[config.mk]
export PLATFORM = sky130hd
export DESIGN_NAME = gray_to_binary_seq
export DESIGN_NICKNAME = d
export VERILOG_FILES = /design/src/rtl/gray_to_binary_seq.sv
export SDC_FILE = /design/constraint.sdc
export NUM_CORES = 1
export LEC_CHECK = 0
export BUFFER_PORTS_ARGS = -buffer_cell sky130_fd_sc_hd__buf_4
export CORE_MARGIN = 1.5
export CORE_UTILIZATION = 47
export CTS_CLUSTER_SIZE = 20
export DETAILED_ROUTE_END_ITERATION = 12
export GPL_TIMING_DRIVEN = 0
export PLACE_DENSITY_LB_ADDON = 0.1
export SETUP_SLACK_MARGIN = 0.02
export SLEW_MARGIN = 40
export SYNTH_ARGS = -nofsm -noshare
export SYNTH_HDL_FRONTEND = slang
export SYNTH_SLANG_ARGS = --single-unit
[constraint.sdc]
create_clock -name clk -period 1.65 [get_ports clk]
set_clock_uncertainty 0.15 [all_clocks]
set_input_delay 0.0825 -clock clk [delete_from_list [all_inputs] [get_ports clk]]
set_output_delay 0.0825 -clock clk [all_outputs]
set_load 0.05 [all_outputs]
[src/rtl/gray_to_binary_seq.sv]
// gray_to_binary_seq: sequential Gray-to-binary decoder.
// Accepts one Gray word through a valid/ready input and resolves it MSB-first,
// one bit per clock. The result is then held on a valid/ready output.
//
// Optional feature macro: GRAY_STEP_CHECK_EN
//   When defined, the block adds a prev_gray register and a step_err output.
//   step_err flags a word that differs from the previously accepted word in
//   more than one bit, which is illegal for a Gray-coded counter or pointer.
//
// Handshake rules (both sides): a transfer happens at a rising edge where valid
// and ready are both high. in_ready is high only in IDLE. out_valid is high only
// in DONE, and binary_out/step_err hold steady until the transfer. in_valid is
// ignored while busy, and out_ready is ignored while out_valid is low.
module gray_to_binary_seq #(
    parameter int WIDTH = 4
) (
    input  logic             clk,
    input  logic             rst,
    input  logic             in_valid,
    output logic             in_ready,
    input  logic [WIDTH-1:0] gray_in,
    output logic             out_valid,
    input  logic             out_ready,
    output logic [WIDTH-1:0] binary_out,
    output logic             busy
`ifdef GRAY_STEP_CHECK_EN
    ,
    output logic             step_err
`endif
);

    // idx carries one spare bit so the countdown can never wrap inside a word.
    localparam int IDX_W = $clog2(WIDTH) + 1;
    localparam logic [IDX_W-1:0] IDX_TOP = IDX_W'(WIDTH - 1);

    localparam logic [1:0] ST_IDLE   = 2'd0;
    localparam logic [1:0] ST_DECODE = 2'd1;
    localparam logic [1:0] ST_DONE   = 2'd2;

    logic [1:0]       state;
    logic [WIDTH-1:0] g_reg;
    logic [WIDTH-1:0] b_reg;
    logic [WIDTH-1:0] b_next;
    logic [WIDTH:0]   b_ext;
    logic [IDX_W-1:0] idx;

    // Status flags come straight from the state register.
    always_comb begin
        in_ready  = (state == ST_IDLE);
        out_valid = (state == ST_DONE);
        busy      = (state != ST_IDLE);
    end

    // Resolve the bit at idx: it is the bit above it XOR the Gray bit. A zero is
    // padded above the MSB, so the top bit falls out as a plain copy of g.
    always_comb begin
        b_ext  = {1'b0, b_reg};
        b_next = b_ext[WIDTH-1:0];
        for (int i = 0; i < WIDTH; i++) begin
            if (idx == IDX_W'(i)) begin
                b_next[i] = b_ext[i+1] ^ g_reg[i];
            end
        end
    end

    // Main control: accept, step through the bits, then hold the result.
    always_ff @(posedge clk) begin
        if (rst) begin
            state      <= ST_IDLE;
            g_reg      <= '0;
            b_reg      <= '0;
            idx        <= '0;
            binary_out <= '0;
        end else begin
            case (state)
                ST_IDLE: begin
                    if (in_valid) begin
                        g_reg <= gray_in;
                        b_reg <= '0;
                        idx   <= IDX_TOP;
                        state <= ST_DECODE;
                    end
                end
                ST_DECODE: begin
                    b_reg <= b_next;
                    if (idx == '0) begin
                        binary_out <= b_next;
                        state      <= ST_DONE;
                    end else begin
                        idx <= idx - 1'b1;
                    end
                end
                ST_DONE: begin
                    if (out_ready) begin
                        state <= ST_IDLE;
                    end
                end
                default: state <= ST_IDLE;
            endcase
        end
    end

`ifdef GRAY_STEP_CHECK_EN
    logic [WIDTH-1:0] prev_gray;
    logic             have_prev;
    logic             step_pend;

    // Compare each accepted word with the previous one; publish the flag
    // together with the decoded result and clear it at the output transfer.
    always_ff @(posedge clk) begin
        if (rst) begin
            prev_gray <= '0;
            have_prev <= 1'b0;
            step_pend <= 1'b0;
            step_err  <= 1'b0;
        end else begin
            if (state == ST_IDLE && in_valid) begin
                step_pend <= have_prev && ($countones(prev_gray ^ gray_in) > 1);
                prev_gray <= gray_in;
                have_prev <= 1'b1;
            end
            if (state == ST_DECODE && idx == '0) begin
                step_err <= step_pend;
            end else if (state == ST_DONE && out_ready) begin
                step_err <= 1'b0;
            end
        end
    end
`endif

endmodule

[Word level (Yosys, flattened, before mapping)]
Cells that the tools add are included.
Word-level totals
  latch bits: 0
  RAM bits: 0
  input bits: 8
  memories kept: 0
  output and inout bits: 7
  register bits: 17
  word-level logic and storage cells: 40
  memory bits (read-only): 0
Operators by class
  reduce and logical (&&, ||, !) cells: 9
  equality and inequality tests: 9
  shifts and indexed selects: 0
  order comparisons: 0
  $add $sub $neg: 1
  bitwise operators: 3
  div/mod/pow operators: 0
  multiplexer cells: 13
  $mul: 0
Operator list (number)
  4-bit case mux with 2 select lines: 1
  3-bit by 2-bit == test with 1-bit output, second input constant: 2
  2-bit 2-to-1 mux: 3
  3-bit 2-to-1 mux: 2
  2-bit inequality test, second input constant: 3
  2-bit case mux with 3 select lines: 1
  3-bit case mux with 2 select lines: 1
  2-bit AND reduction: 3
  3-bit AND reduction: 2
  1-bit 2-to-1 mux: 4
  4-bit 2-to-1 mux: 1
  2-bit nonzero test: 2
  3-bit by 1-bit == test with 1-bit output, second input constant: 1
  3-bit zero test: 1
  3-bit by 1-bit subtractor with 3-bit output, second input constant: 1
  1-bit bitwise XOR: 3
  2-bit by 1-bit == test with 1-bit output, second input constant: 1
  2-bit == test, second input constant: 1
  2-bit zero test: 1
  2-bit by 1-bit inequality test with 1-bit output, second input constant: 1

[Logic depth before layout (Yosys ltp)]
  depth in word-level cells: 3
  depth in mapped cells: 7
  depth with buffers taken out: 6

[Worst setup path after synthesis]
No wires, ideal clock.
  path kind: flip-flop to flip-flop
  start: register state[0]
  end: register idx[0]
  setup time: 0.086 ns
  arrival: 1.356 ns
  buffers on the path: 1
  slack: 0.059 ns
  stages on the path, launching flop included: 6
  cells stage by stage: dfxtp_1 > nor2_2 > and2_1 > buf_4 > nor3_1 > a211oi_1
On the way
  cells in the longest elaborated chain, start to end: 3
  elaborated cells between the ends (all ways): 7
  classes of those cells: 3 x eq/ne; 1 x mux; 3 x reduce/logical
RTL lines
  from (decl): RTL line 40  | logic [1:0] state;
  from (signal assigned): RTL line 69  | state <= ST_IDLE;
  from (signal assigned): RTL line 81  | state <= ST_DECODE;
  from (signal assigned): RTL line 88  | state <= ST_DONE;
  2-bit zero test *
  via in_ready: RTL line 20  | output logic in_ready,
  2-bit inequality test (no source line) or 2-bit nonzero test (tied branches)
  3-bit AND reduction (no source line)
  to (signal assigned): RTL line 90  | idx <= idx - 1'b1;
  to (decl): RTL line 45  | logic [IDX_W-1:0] idx;
Mark *: on every way through the listed nets, which the timed path passes. The rest lies on a longest branch.
A chain may end at the register's enable or synchronous reset.

[Worst setup path in the final report]
  start: register idx[0]
  end: register binary_out[2]
On the way
  cells in the longest elaborated chain, start to end: 2
  elaborated cells between the ends (all ways): 4
  classes of those cells: 1 x eq/ne; 1 x mux; 2 x reduce/logical
RTL lines
  3-bit by 2-bit == test with 1-bit output or 3-bit zero test (tied branches): RTL line 60, 86
  1-bit 2-to-1 mux or 2-bit AND reduction (tied branches)
  to (signal assigned): RTL line 87  | binary_out <= b_next;
  to (decl): RTL line 24  | output logic [WIDTH-1:0] binary_out,
Several ways; a longest one is shown, not always the timed one.

==> implementation parameters <==
Parameter                              Value

GRT
  Total congestion overflow ... 0
  Global-route wire length before repair ... 2.63 mm
  Number of global-route vias before repair ... 560
  Initial antenna violation count ... 0
  Pin count of the biggest net entering global routing ... 11
  Global Route Usage Sum ... 18.1%

Detailed routing
  Number of DRC markers after the initial detailed-route iteration ... 11
  Post-detailed-route via-to-cell ratio ... 4.99
  Count of TritonRoute iterations in the first routing pass ... 4
  Sum of met2 wire segment lengths after detailed routing ... 791 um
  Via count of the routed design ... 679
  Post-detailed-route wirelength per cell ... 12.6 um
  Sum of routed wire segments on met1 ... 837 um
  Number of routed nets with antenna violations ... 0
  Routed met3 length ... 47 um
  Wire length reported by the detailed router ... 1.72 mm
  Highest routing layer actually used ... met4
  Total DRC errors in the routed layout ... 0

Worst setup path
  Worst r2r path cells ... 6
  Beginning of the worst register-to-register path ... idx[0]$_SDFFE_PP0P_
  Worst reg2reg path endpoint ... binary_out[2]$_SDFFE_PP0P_
  Critical path startpoint category ... flip-flop
  Critical path startpoint ... idx[0]$_SDFFE_PP0P_
  Arrival @ worst endpoint ... 1590 ps
  Critical path fanouts, max ... 4
  Chain of cells forming the critical path ... inv_4 -> ha_1 -> nor2b_2 -> mux2_1 -> mux2i_1 -> nor2_1
  Data required time of the critical path ... 1680 ps
  Worst Path Class, Setup ... reg2reg
  Buf/Inv on CP ... 1
  Internal reg-to-reg setup slack ... 90 ps
  Crit path capture ... binary_out[2]$_SDFFE_PP0P_
  Biggest cell delay along the critical path ... 390 ps
  Worst path slowest cell ... sky130_fd_sc_hd__dfxtp_4
  Delay-heaviest family, CP ... multiplexers
  CP endpoint kind ... flip-flop
  Number of cells on the critical path ... 6

Synthesis
  Syn avg cell area ... 8.96 um2
  Post-synthesis cell count ... 93
  Net count of the mapped netlist ... 106
  Sequential share of the synthesized area ... 40.8%
  Share of synthesized flip-flops with an asynchronous set or reset ... 0%
  EDFF count, synth ... 0
  Combined area of all synthesized cells ... 833 um2
  Primary FF master, synth ... sky130_fd_sc_hd__dfxtp_1
  Unique cell type count in the Yosys netlist ... 26
  Warnings, synthesis ... 0
  Flip-flop and latch count after synthesis ... 17

Layout
  Inserted Diodes ... 0
  Synth-to-Final Area Change ... 31.8%
  Number of nets in the layout ... 133
  Layout cells sized above 1 ... 31.9%
  Fillers ... 163

Clock network
  Maximum level of the CTS H-tree ... 1
  Clock tree root driver cell ... sky130_fd_sc_hd__clkbuf_4
  Number of clock sinks seen by CTS ... 17
  CTS tree ... yes
  Longest Clk Path Bufs ... 2
  Clock Latency Late Sink ... 290 ps
  Clock slew at the register clock pins of the worst setup and hold paths ... 100 ps
  Clock buffers created by TritonCTS ... 3

Power and ir drop
  Total power consumption of the routed design ... 1.04 mW
  Power density normalized to cell area ... 945 nW/um2
  Pleak ... 0.487 nW
  Worst VDD drop ... 0.510 mV

Placed design
  Placed wire-length estimate after detailed placement ... 1.18 mm
  Number of input and output port buffers inserted ... 13
  Final GP Congestion ... 0.764

Min path
  Kind of path behind the tightest hold check ... in2reg

Job
  Max capacitance violation total ... 0

Timing
  Slew at the pin closest to its max-slew limit ... 434 ps
  Highest achievable clock rate ... 0.640 GHz
  Max Slew Vio Count ... 0
  Unrepaired setup endpoints after global routing ... yes
  Worst hold margin ... 23.0 ps
  Setup Viol. Count Final ... 0
  Crit share post-route ... 94.6%
  Hold violation count in the final report ... 0
  Slew Limit Headroom ... 71.1%
  Time the worst path needs with I/O delays and setup ... 1560 ps

Outcome
  Outcome ... finished clean

Die
  Vertical extent of the die ... 45.1 um
  Number of standard-cell rows in the floorplan ... 15
  Core Box Area ... 1690 um2
  Initial core utilization ... 49.3%
  Width of the chip ... 45.1 um
  Die Area ... 2030 um2
  IO Pins ... 15
[where the power goes]
part / total (mW) / switching, mW / internal (mW)
logic: 0.343 / 0.186 / 0.158
clock network: 0.223 / 0.129 / 0.0941
registers: 0.472 / 0.0309 / 0.441
[per-stage QoR]
stage               TNS (ps)  utilization (%)  setup WS, ps  cell area, um2  instances
floorplan                  0                -          58.8             833         93
global placement       -54.9             56.4         -32.6             952        123
detailed placement      -152             56.4         -54.7             952        123
CTS                        0             62.3          49.1            1050        134
global route               0             65.0          16.9            1100        136
finish                     0             65.0          88.3            1100        136
[what timing repair did]
| action | 4_1_cts | 5_1_grt |
|---|---|---|
| pin swaps | 0 | 1 |
| hold endpoints to repair | 6 | 0 |
| setup endpoints to repair | 6 | 5 |
| setup buffers | 1 | 3 |
| gates resized for setup | 4 | 10 |
| hold buffers | 6 | 0 |
| cloned | 0 | 0 |
[cell usage in the layout (no fill, tap or decap)]
cell type / netlist / final
sky130_fd_sc_hd__inv_2: 0 / 1
sky130_fd_sc_hd__inv_1: 4 / 2
sky130_fd_sc_hd__dfxtp_4: 0 / 1
sky130_fd_sc_hd__dfxtp_1: 17 / 15
sky130_fd_sc_hd__and2_1: 1 / 1
sky130_fd_sc_hd__nand3_1: 4 / 4
sky130_fd_sc_hd__buf_4: 1 / 18
sky130_fd_sc_hd__dfxtp_2: 0 / 1
sky130_fd_sc_hd__a21oi_1: 9 / 9
sky130_fd_sc_hd__and2_4: 1 / 1
sky130_fd_sc_hd__a2111oi_0: 1 / 1
sky130_fd_sc_hd__mux2_1: 2 / 1
sky130_fd_sc_hd__nor2_2: 3 / 3
sky130_fd_sc_hd__ha_4: 0 / 1
sky130_fd_sc_hd__clkbuf_1: 2 / 3
sky130_fd_sc_hd__nor2b_4: 0 / 1
sky130_fd_sc_hd__inv_4: 0 / 1
sky130_fd_sc_hd__clkbuf_4: 0 / 3
sky130_fd_sc_hd__a211oi_1: 2 / 2
sky130_fd_sc_hd__xor2_1: 3 / 3
sky130_fd_sc_hd__nor2_1: 6 / 6
sky130_fd_sc_hd__nor2b_2: 1 / 2
sky130_fd_sc_hd__a211oi_2: 1 / 1
sky130_fd_sc_hd__mux2_4: 0 / 2
sky130_fd_sc_hd__nor3_1: 3 / 3
sky130_fd_sc_hd__mux2i_2: 0 / 1
sky130_fd_sc_hd__nor2b_1: 3 / 1
sky130_fd_sc_hd__dlygate4sd3_1: 0 / 6
sky130_fd_sc_hd__ha_1: 5 / 4
sky130_fd_sc_hd__nand2_1: 13 / 13
sky130_fd_sc_hd__nand2b_1: 2 / 2
sky130_fd_sc_hd__and2b_1: 1 / 1
sky130_fd_sc_hd__and2b_4: 1 / 1
sky130_fd_sc_hd__mux2i_1: 5 / 4
[logic make-up (layout without fill, tap and decap cells)]
kind of cell,count (synthesis),after routing,share of synthesized area [%]
fa+ha+maj,5,5,7.51
mux,8,8,10.1
xor+xnor,3,3,3.15
buf+inv,8,34,4.96
simple gates,39,39,23.7
compound gates,13,13,9.76
flops,17,17,40.8
[synth_stat cells (3+ instances only)]
cell type	instances	area share [%]
sky130_fd_sc_hd__mux2i_1	5	6.0
sky130_fd_sc_hd__a21oi_1	9	5.4
sky130_fd_sc_hd__xor2_1	3	3.2
sky130_fd_sc_hd__nor2_2	3	2.3
sky130_fd_sc_hd__inv_1	4	1.8
sky130_fd_sc_hd__dfxtp_1	17	41
sky130_fd_sc_hd__ha_1	5	7.5
sky130_fd_sc_hd__nand2_1	13	5.9
sky130_fd_sc_hd__nor2_1	6	2.7
sky130_fd_sc_hd__nand3_1	4	2.4
sky130_fd_sc_hd__nor3_1	3	1.8
sky130_fd_sc_hd__nor2b_1	3	2.3
[how the worst min path moves through the flow]
stage	endpoint	slack, ps	cells after the start	from
3_5_place_dp	g_reg[2]$_SDFFE_PP0P_	190	3	gray_in[2]
6_report	b_reg[1]$_SDFFE_PP0P_	20	2	rst
2_1_floorplan	g_reg[3]$_SDFFE_PP0P_	70	2	gray_in[3]
4_1_cts	b_reg[0]$_SDFFE_PP0P_	20	2	rst
5_1_grt	b_reg[0]$_SDFFE_PP0P_	60	2	rst
3_3_place_gp	g_reg[0]$_SDFFE_PP0P_	180	3	gray_in[0]
[area by class of cell]
type / instances / area [um2] / share of cell area [%]
Tap cell: 17 / 21.3 / 1.94
Multi-Input combinational cell: 68 / 485 / 44.2
Timing Repair Buffer: 23 / 188 / 17.1
Sequential cell: 17 / 345 / 31.4
Inverter: 4 / 17.5 / 1.59
Buffer: 3 / 15.0 / 1.37
Clock buffer: 4 / 26.3 / 2.39
[per-layer routing]
| layer | GRT usage [%] | vias up |
|---|---|---|
| met5 | 0 | - |
| met4 | 8.82 | 0 |
| met3 | 2.40 | 5 |
| met2 | 26.9 | 13 |
| met1 | 25.9 | 300 |
| li1 | - | 361 |
(Power assumes the default switching activity.)
